<file path="src/rtl/tnn_neuron_serial.sv">
// Serial ternary neuron: accumulates signed beat stream, emits fire decision.
// Optional out_diff port enabled by defining TNN_DIFF_OUT_EN.
module tnn_neuron_serial #(
  parameter int IN_W   = 3,
  parameter int N_IN   = 5,
  parameter int THRESH = 0,
  parameter int ACC_W  = IN_W + $clog2(N_IN) + 1
) (
  input  logic            clk,
  input  logic            rst_n,
  input  logic            in_valid,
  output logic            in_ready,
  input  logic [IN_W-1:0] in_data,
  input  logic            in_neg,
  input  logic            in_last,
  output logic            out_valid,
  input  logic            out_ready,
  output logic            out_fire,
`ifdef TNN_DIFF_OUT_EN
  output logic            out_short,
  output logic [ACC_W-1:0] out_diff
`else
  output logic            out_short
`endif
);

  localparam int CNT_W = (N_IN > 1) ? $clog2(N_IN) : 1;
  localparam logic [CNT_W-1:0] CNT_MAX = CNT_W'(N_IN - 1);

  typedef enum logic {S_ACC, S_HOLD} state_e;

  state_e state_q, state_d;
  logic signed [ACC_W-1:0] acc_q, acc_d;
  logic signed [ACC_W-1:0] acc_nx, beat_ext;
  logic [CNT_W-1:0] cnt_q, cnt_d;
  logic fire_q, fire_d;
  logic short_q, short_d;
  logic accept, frame_end;
`ifdef TNN_DIFF_OUT_EN
  logic signed [ACC_W-1:0] diff_q, diff_d;
`endif

  // Beat arithmetic and frame-end detection.
  always_comb begin
    beat_ext  = $signed({{(ACC_W-IN_W){1'b0}}, in_data});
    acc_nx    = in_neg ? (acc_q - beat_ext) : (acc_q + beat_ext);
    accept    = in_valid & (state_q == S_ACC);
    frame_end = accept & (in_last | (cnt_q == CNT_MAX));
  end

  // Next-state logic: accumulate in ACC, hold decision in HOLD.
  always_comb begin
    state_d = state_q;
    acc_d   = acc_q;
    cnt_d   = cnt_q;
    fire_d  = fire_q;
    short_d = short_q;
`ifdef TNN_DIFF_OUT_EN
    diff_d  = diff_q;
`endif
    unique case (state_q)
      S_ACC: begin
        if (frame_end) begin
          state_d = S_HOLD;
          acc_d   = '0;
          cnt_d   = '0;
          fire_d  = (int'(acc_nx) > THRESH);
          short_d = in_last & (cnt_q != CNT_MAX);
`ifdef TNN_DIFF_OUT_EN
          diff_d  = acc_nx;
`endif
        end else if (accept) begin
          acc_d = acc_nx;
          cnt_d = cnt_q + CNT_W'(1);
        end
      end
      S_HOLD: begin
        if (out_ready) state_d = S_ACC;
      end
      default: state_d = S_ACC;
    endcase
  end

  // State and datapath registers with synchronous reset.
  always_ff @(posedge clk) begin
    if (!rst_n) begin
      state_q <= S_ACC;
      acc_q   <= '0;
      cnt_q   <= '0;
      fire_q  <= 1'b0;
      short_q <= 1'b0;
`ifdef TNN_DIFF_OUT_EN
      diff_q  <= '0;
`endif
    end else begin
      state_q <= state_d;
      acc_q   <= acc_d;
      cnt_q   <= cnt_d;
      fire_q  <= fire_d;
      short_q <= short_d;
`ifdef TNN_DIFF_OUT_EN
      diff_q  <= diff_d;
`endif
    end
  end

  assign in_ready  = (state_q == S_ACC);
  assign out_valid = (state_q == S_HOLD);
  assign out_fire  = fire_q;
  assign out_short = short_q;
`ifdef TNN_DIFF_OUT_EN
  assign out_diff  = diff_q;
`endif

endmodule
</file>
<file path="config.mk">
export PLATFORM = sky130hd
export DESIGN_NAME = tnn_neuron_serial
export DESIGN_NICKNAME = d
export VERILOG_FILES = /design/src/rtl/tnn_neuron_serial.sv
export SDC_FILE = /design/constraint.sdc
export NUM_CORES = 1
export LEC_CHECK = 0
export ABC_AREA = 1
export CAP_MARGIN = 40
export CORE_UTILIZATION = 39
export DETAILED_ROUTE_END_ITERATION = 8
export PLACE_DENSITY = 0.71
export SLEW_MARGIN = 5
export SYNTH_ARGS = -nofsm -noshare
export SYNTH_HDL_FRONTEND = slang
export SYNTH_SLANG_ARGS = --single-unit
</file>
<file path="constraint.sdc">
create_clock -name clk -period 2.13 [get_ports clk]
set_input_delay 0.213 -clock clk [delete_from_list [all_inputs] [get_ports clk]]
set_output_delay 0.213 -clock clk [all_outputs]
set_load 0.02 [all_outputs]
</file>
# Yosys cells after proc, flatten, opt, wreduce, memory -nomap -nowiden
# Index checks and enable logic that the tools add are counted.
dict set report word_totals {
  ff_bits 13
  inputBits 9
  out_inout_bits 4
  word_cells 27
}
dict set report classes {
  addsub 3
  order_cmp 1
  eq_ne 2
  mux 8
  n_bitwise 5
  n_reduce_logical 3
}
# cell n
set op_table {}
lappend op_table {{2-to-1 mux 7 bit} 3}
lappend op_table {{adder 7 x 4 -> 7 bit} 1}
lappend op_table {{> comparator 7 x 1 -> 1 bit, second input constant} 1}
lappend op_table {{subtractor 7 x 4 -> 7 bit} 1}
lappend op_table {{2-to-1 mux 3 bit} 2}
lappend op_table {{AND reduction 2 bit} 2}
lappend op_table {{adder 3 x 1 -> 3 bit, second input constant} 1}
lappend op_table {{AND 1 bit} 3}
lappend op_table {{equality test 3 bit, second input constant} 1}
lappend op_table {{!= test 3 bit, second input constant} 1}
lappend op_table {{2-to-1 mux 1 bit} 2}
lappend op_table {{one-hot mux 1 bit (2 select lines)} 1}
lappend op_table {{nonzero test 2 bit} 1}
lappend op_table {{inverter 1 bit} 1}
lappend op_table {{bitwise OR 1 bit} 1}

# Depth between registers and ports, before layout
dict set report depth {
  depth_word 5
  ltp_mapped 16
  depth_no_buf 16
}

# Least setup slack after synthesis
# OpenSTA, ideal clock, no wires.
dict set report synth_timing {
  kind {input port to flip-flop}
  start {in in_data[0]}
  end {reg fire_q, in the netlist out_fire}
  setup_time_ps 112
  t_arrival_ps 1660
  t_required_ps 2018
  setup_slack_ps 357
  path_stages 15
  n_path_buf 0
  path_cell_list {inv_1 -> ha_1 -> ha_1 -> o21ai_0 -> ha_1 -> nand2_1 -> nand2_1 -> inv_1 -> nand2_1 -> nand2_1 -> nand3_1 -> nor2_1 -> nand2_1 -> nand2_1 -> nand2_1}
}
dict set report synth_between {
  elab_chain_len 3
  elab_cells_between_ends 4
  classes_between {add/sub: 2; order compare: 1; mux: 1}
}
# element line_no
set synth_lines {}
lappend synth_lines {{start: declaration} 13} ;# input logic [IN_W-1:0] in_data,
lappend synth_lines {{adder 7 x 4 -> 7 bit / subtractor 7 x 4 -> 7 bit (equally long branches)} 46} ;# acc_nx = in_neg ? (acc_q - beat_ext) : (acc_q + beat_ext);
lappend synth_lines {{2-to-1 mux 7 bit *} 46}
lappend synth_lines {{> comparator 7 x 1 -> 1 bit *} 67} ;# fire_d = (int'(acc_nx) > THRESH);
lappend synth_lines {{end signal: assignment} 99} ;# fire_q <= fire_d;
lappend synth_lines {{end: declaration} 36} ;# logic fire_q, fire_d;
# Mark *: on every way between the ends. The rest lies on a longest branch, timed or not.
# A chain may end at the register's enable or synchronous reset.

# Worst setup path after layout
dict set report layout_timing {
  start {in in_data[2]}
  end {reg fire_q, in the netlist out_fire}
}
# The elaborated chain is that of the path after synthesis.

==> impl_metrics.ini <==
[yosys]
synth.area.mux_share = 0
synth.net_count = 182
synth_compound_area_frac = 0.08845
syn_area_per_cell_um2 = 6.287
syn_area_um2 = 1018
ys_warn_count = 0
synth-simple-area-share = 0.3771
synth_fa_ha_area_frac = 0.1425
synthCells = 162
synth_cell_types = 19
ys_seq_area_frac = 0.2555
synth_top_family_by_area = simple AND/OR/NAND/NOR gates
synthXorXnorAreaFrac = 0
synth_seq_cells = 13

[layout]
drive_above_1_share = 0.1444
final_common_cell = nand2_1
area_growth_pct = 24.82
finalInstanceArea_um2 = 1271
nFillCells = 243
mostFrequentLayoutCells = 58 x nand2_1, 28 x inv_1, 13 x nand3_1, 13 x a21oi_1, 13 x dfxtp_1
multi_input_area_um2 = 619.3
nNetsFinal = 208
diodes = 0
ff_latch_area_um2 = 260.3
instances_no_fill = 217

[routing]
top_layer = met4
routed_wl_um = 2039
vias_per_cell = 4.770
m1WireLength_um = 950
antenna_left = 0
wl_met2_um = 1010
firstDrtPassIters = 4
met3_length_um = 70
wire_per_inst_um = 9.396
drt_iter0_drc = 25
vias = 1035
drc = 0

[worst_hold_path]
hp-class = flip-flop to flip-flop
holdPathStages = 2
worstHoldEndpoint = out_short
worstHoldStart = out_short

[timing]
skew_ns = 0.005181
fmax_mhz = 510.0
hold_ws_ns = 0.4643
setup_viol = 0
fin_crit_sh = 0.9206
final_hold_viol_count = 0
fin_crit_ns = 1.961
grt_setup_unrepaired = no
slew_headroom = 0.6628
tightest_slew_ns = 0.5046
slew_violations = 0

[floorplanning]
die_height_um = 53.10
die-area_um2 = 2820
core_area_um2 = 2477
boundaryPins = 13
initial_core_util = 0.4111
rows = 18
die_w_um = 53.10

[setup_path]
critPathKind = primary input to flip-flop
worstSetupStartpointType = primary input
end_kind = flip-flop
rr_endpoint = out_fire
r2r_start = acc_q[0]
cp.required_ns = 2.31
crit_arrival_ns = 2.14
crit_fanout = 6
ff2ff_path_depth = 11
rrSetupSlack_ns = 0.41

[cts]
clock-sinks = 13
insertion_delay_ns = 0.28
cts_root_buf = clkbuf_4
cts_made_buffers = 3
cts_hold_buffers = 0
clk_path_buf_depth = 2
cts_tree = built
path_clk_slew_ns = 0.07
htree_levels = 1

[global_routing]
grt_start_max_net_pins = 12
grt-ovfl-total = 0
first_global_vias = 839
grt_pass1_wl_um = 3318
antenna_found_initial = 0
grt_use_total = 0.1597

[power]
internal-power_w = 0.0004338
power_density_nw_per_um2 = 514.0
ir_drop_mv = 0.4480
power.leakage_nw = 0.6649
p_comb_frac = 0.361
swShare = 0.3362
p_sw_w = 0.0002197
p_clk_frac = 0.232
pwr-share-seq = 0.407

[placed_design]
dpl.hpwl_um = 1696
portBuffers = 12
place_area_um2 = 1240
globalplace.congestion = 0.7734
dp.cells = 213

[job]
maxCapViolations = 0

[status]
status = finished clean
## repair_timing
action,in CTS,in global routing
gates cloned,0,0
pin swaps,1,5
endpoints found under the setup margin,1,5
buffers inserted,0,0
gates resized for setup,1,3
hold endpoints to repair,0,0
## metal layers
layer  vias up  GRT usage
li1        553          -
met1       463     0.1928
met5         -          0
met3         2    0.05172
met2        17     0.2827
met4         0    0.01316
## kinds of logic (layout without fill, tap and decap cells)
family,count (synthesis),in the layout
fa+ha+maj,11,11
simple gates,86,86
buf+inv,35,60
flops,13,13
compound gates,17,17
## Yosys cell counts
library cell	n	share of area
fa_1	1	0.020
nand2_1	58	0.21
inv_2	5	0.018
nand3_1	13	0.064
nand3_2	1	0.0098
nand2_2	3	0.018
inv_1	28	0.10
buf_6	1	0.011
or2_0	1	0.0061
nand4_1	1	0.0061
o21ai_0	2	0.0098
dfxtp_1	13	0.26
nor2_1	4	0.015
nor2_2	4	0.025
nor2_8	1	0.020
a21oi_1	13	0.064
ha_1	10	0.12
o31ai_1	2	0.015
clkinv_1	1	0.0037
## through the flow
stage	setup slack (ns)	power, W	utilization	setup TNS [ns]
after floorplan	0.3573	0.0004264	-	0
after global placement	-0.2316	0.0004996	0.5005	-0.8369
after detailed placement	-0.3111	0.0005072	0.5005	-1.222
after CTS	0.02266	0.0006609	0.5111	0
after global routing	0.05877	0.0007084	0.5131	0
final	0.1691	0.0006534	0.5131	0
## layout make-up
class,instances,area share
flip-flops and latches,13,0.2047
clock buffers,4,0.02067
inverters,34,0.1004
repair buffers,22,0.1575
well taps,30,0.02953
multi-input cells,114,0.4872
## critical path, cell delays in order
cell and delay (ns):
clkdlybuf4s50_1 0.48, inv_1 0.06, ha_1 0.28, o21ai_1 0.15
ha_1 0.30, nand2_1 0.09, nand2_1 0.06, inv_1 0.07
nand2_1 0.05, nand2_1 0.07, nand3_1 0.08, nor2_1 0.10
nand2_1 0.05, nand2_1 0.05, nand2_1 0.04
## state kept, by name (all words and copies together), names as in the netlist
name,flops
acc_q,7
cnt_q,3
out_fire,1
out_short,1
out_valid,1
## worst max path at each step
stage / start / endpoint / depth (start not counted)
finish: in_data[2] / out_fire / 15
global route: in_data[2] / out_fire / 15
CTS: in_data[1] / out_fire / 16
detailed placement: in_data[1] / out_fire / 16
global placement: in_data[0] / out_fire / 16
floorplan: in_data[0] / out_fire / 15
## power groups by stage
stage                     clock [W]  combinational (W)  sequential, W
after floorplan                   0           0.000152       0.000274
after global placement            0           0.000228       0.000272
after detailed placement          0           0.000235       0.000272
after CTS                  0.000158           0.000237       0.000266
after global routing       0.000174           0.000266       0.000268
final                      0.000152           0.000236       0.000266
(Power assumes the default switching activity.)
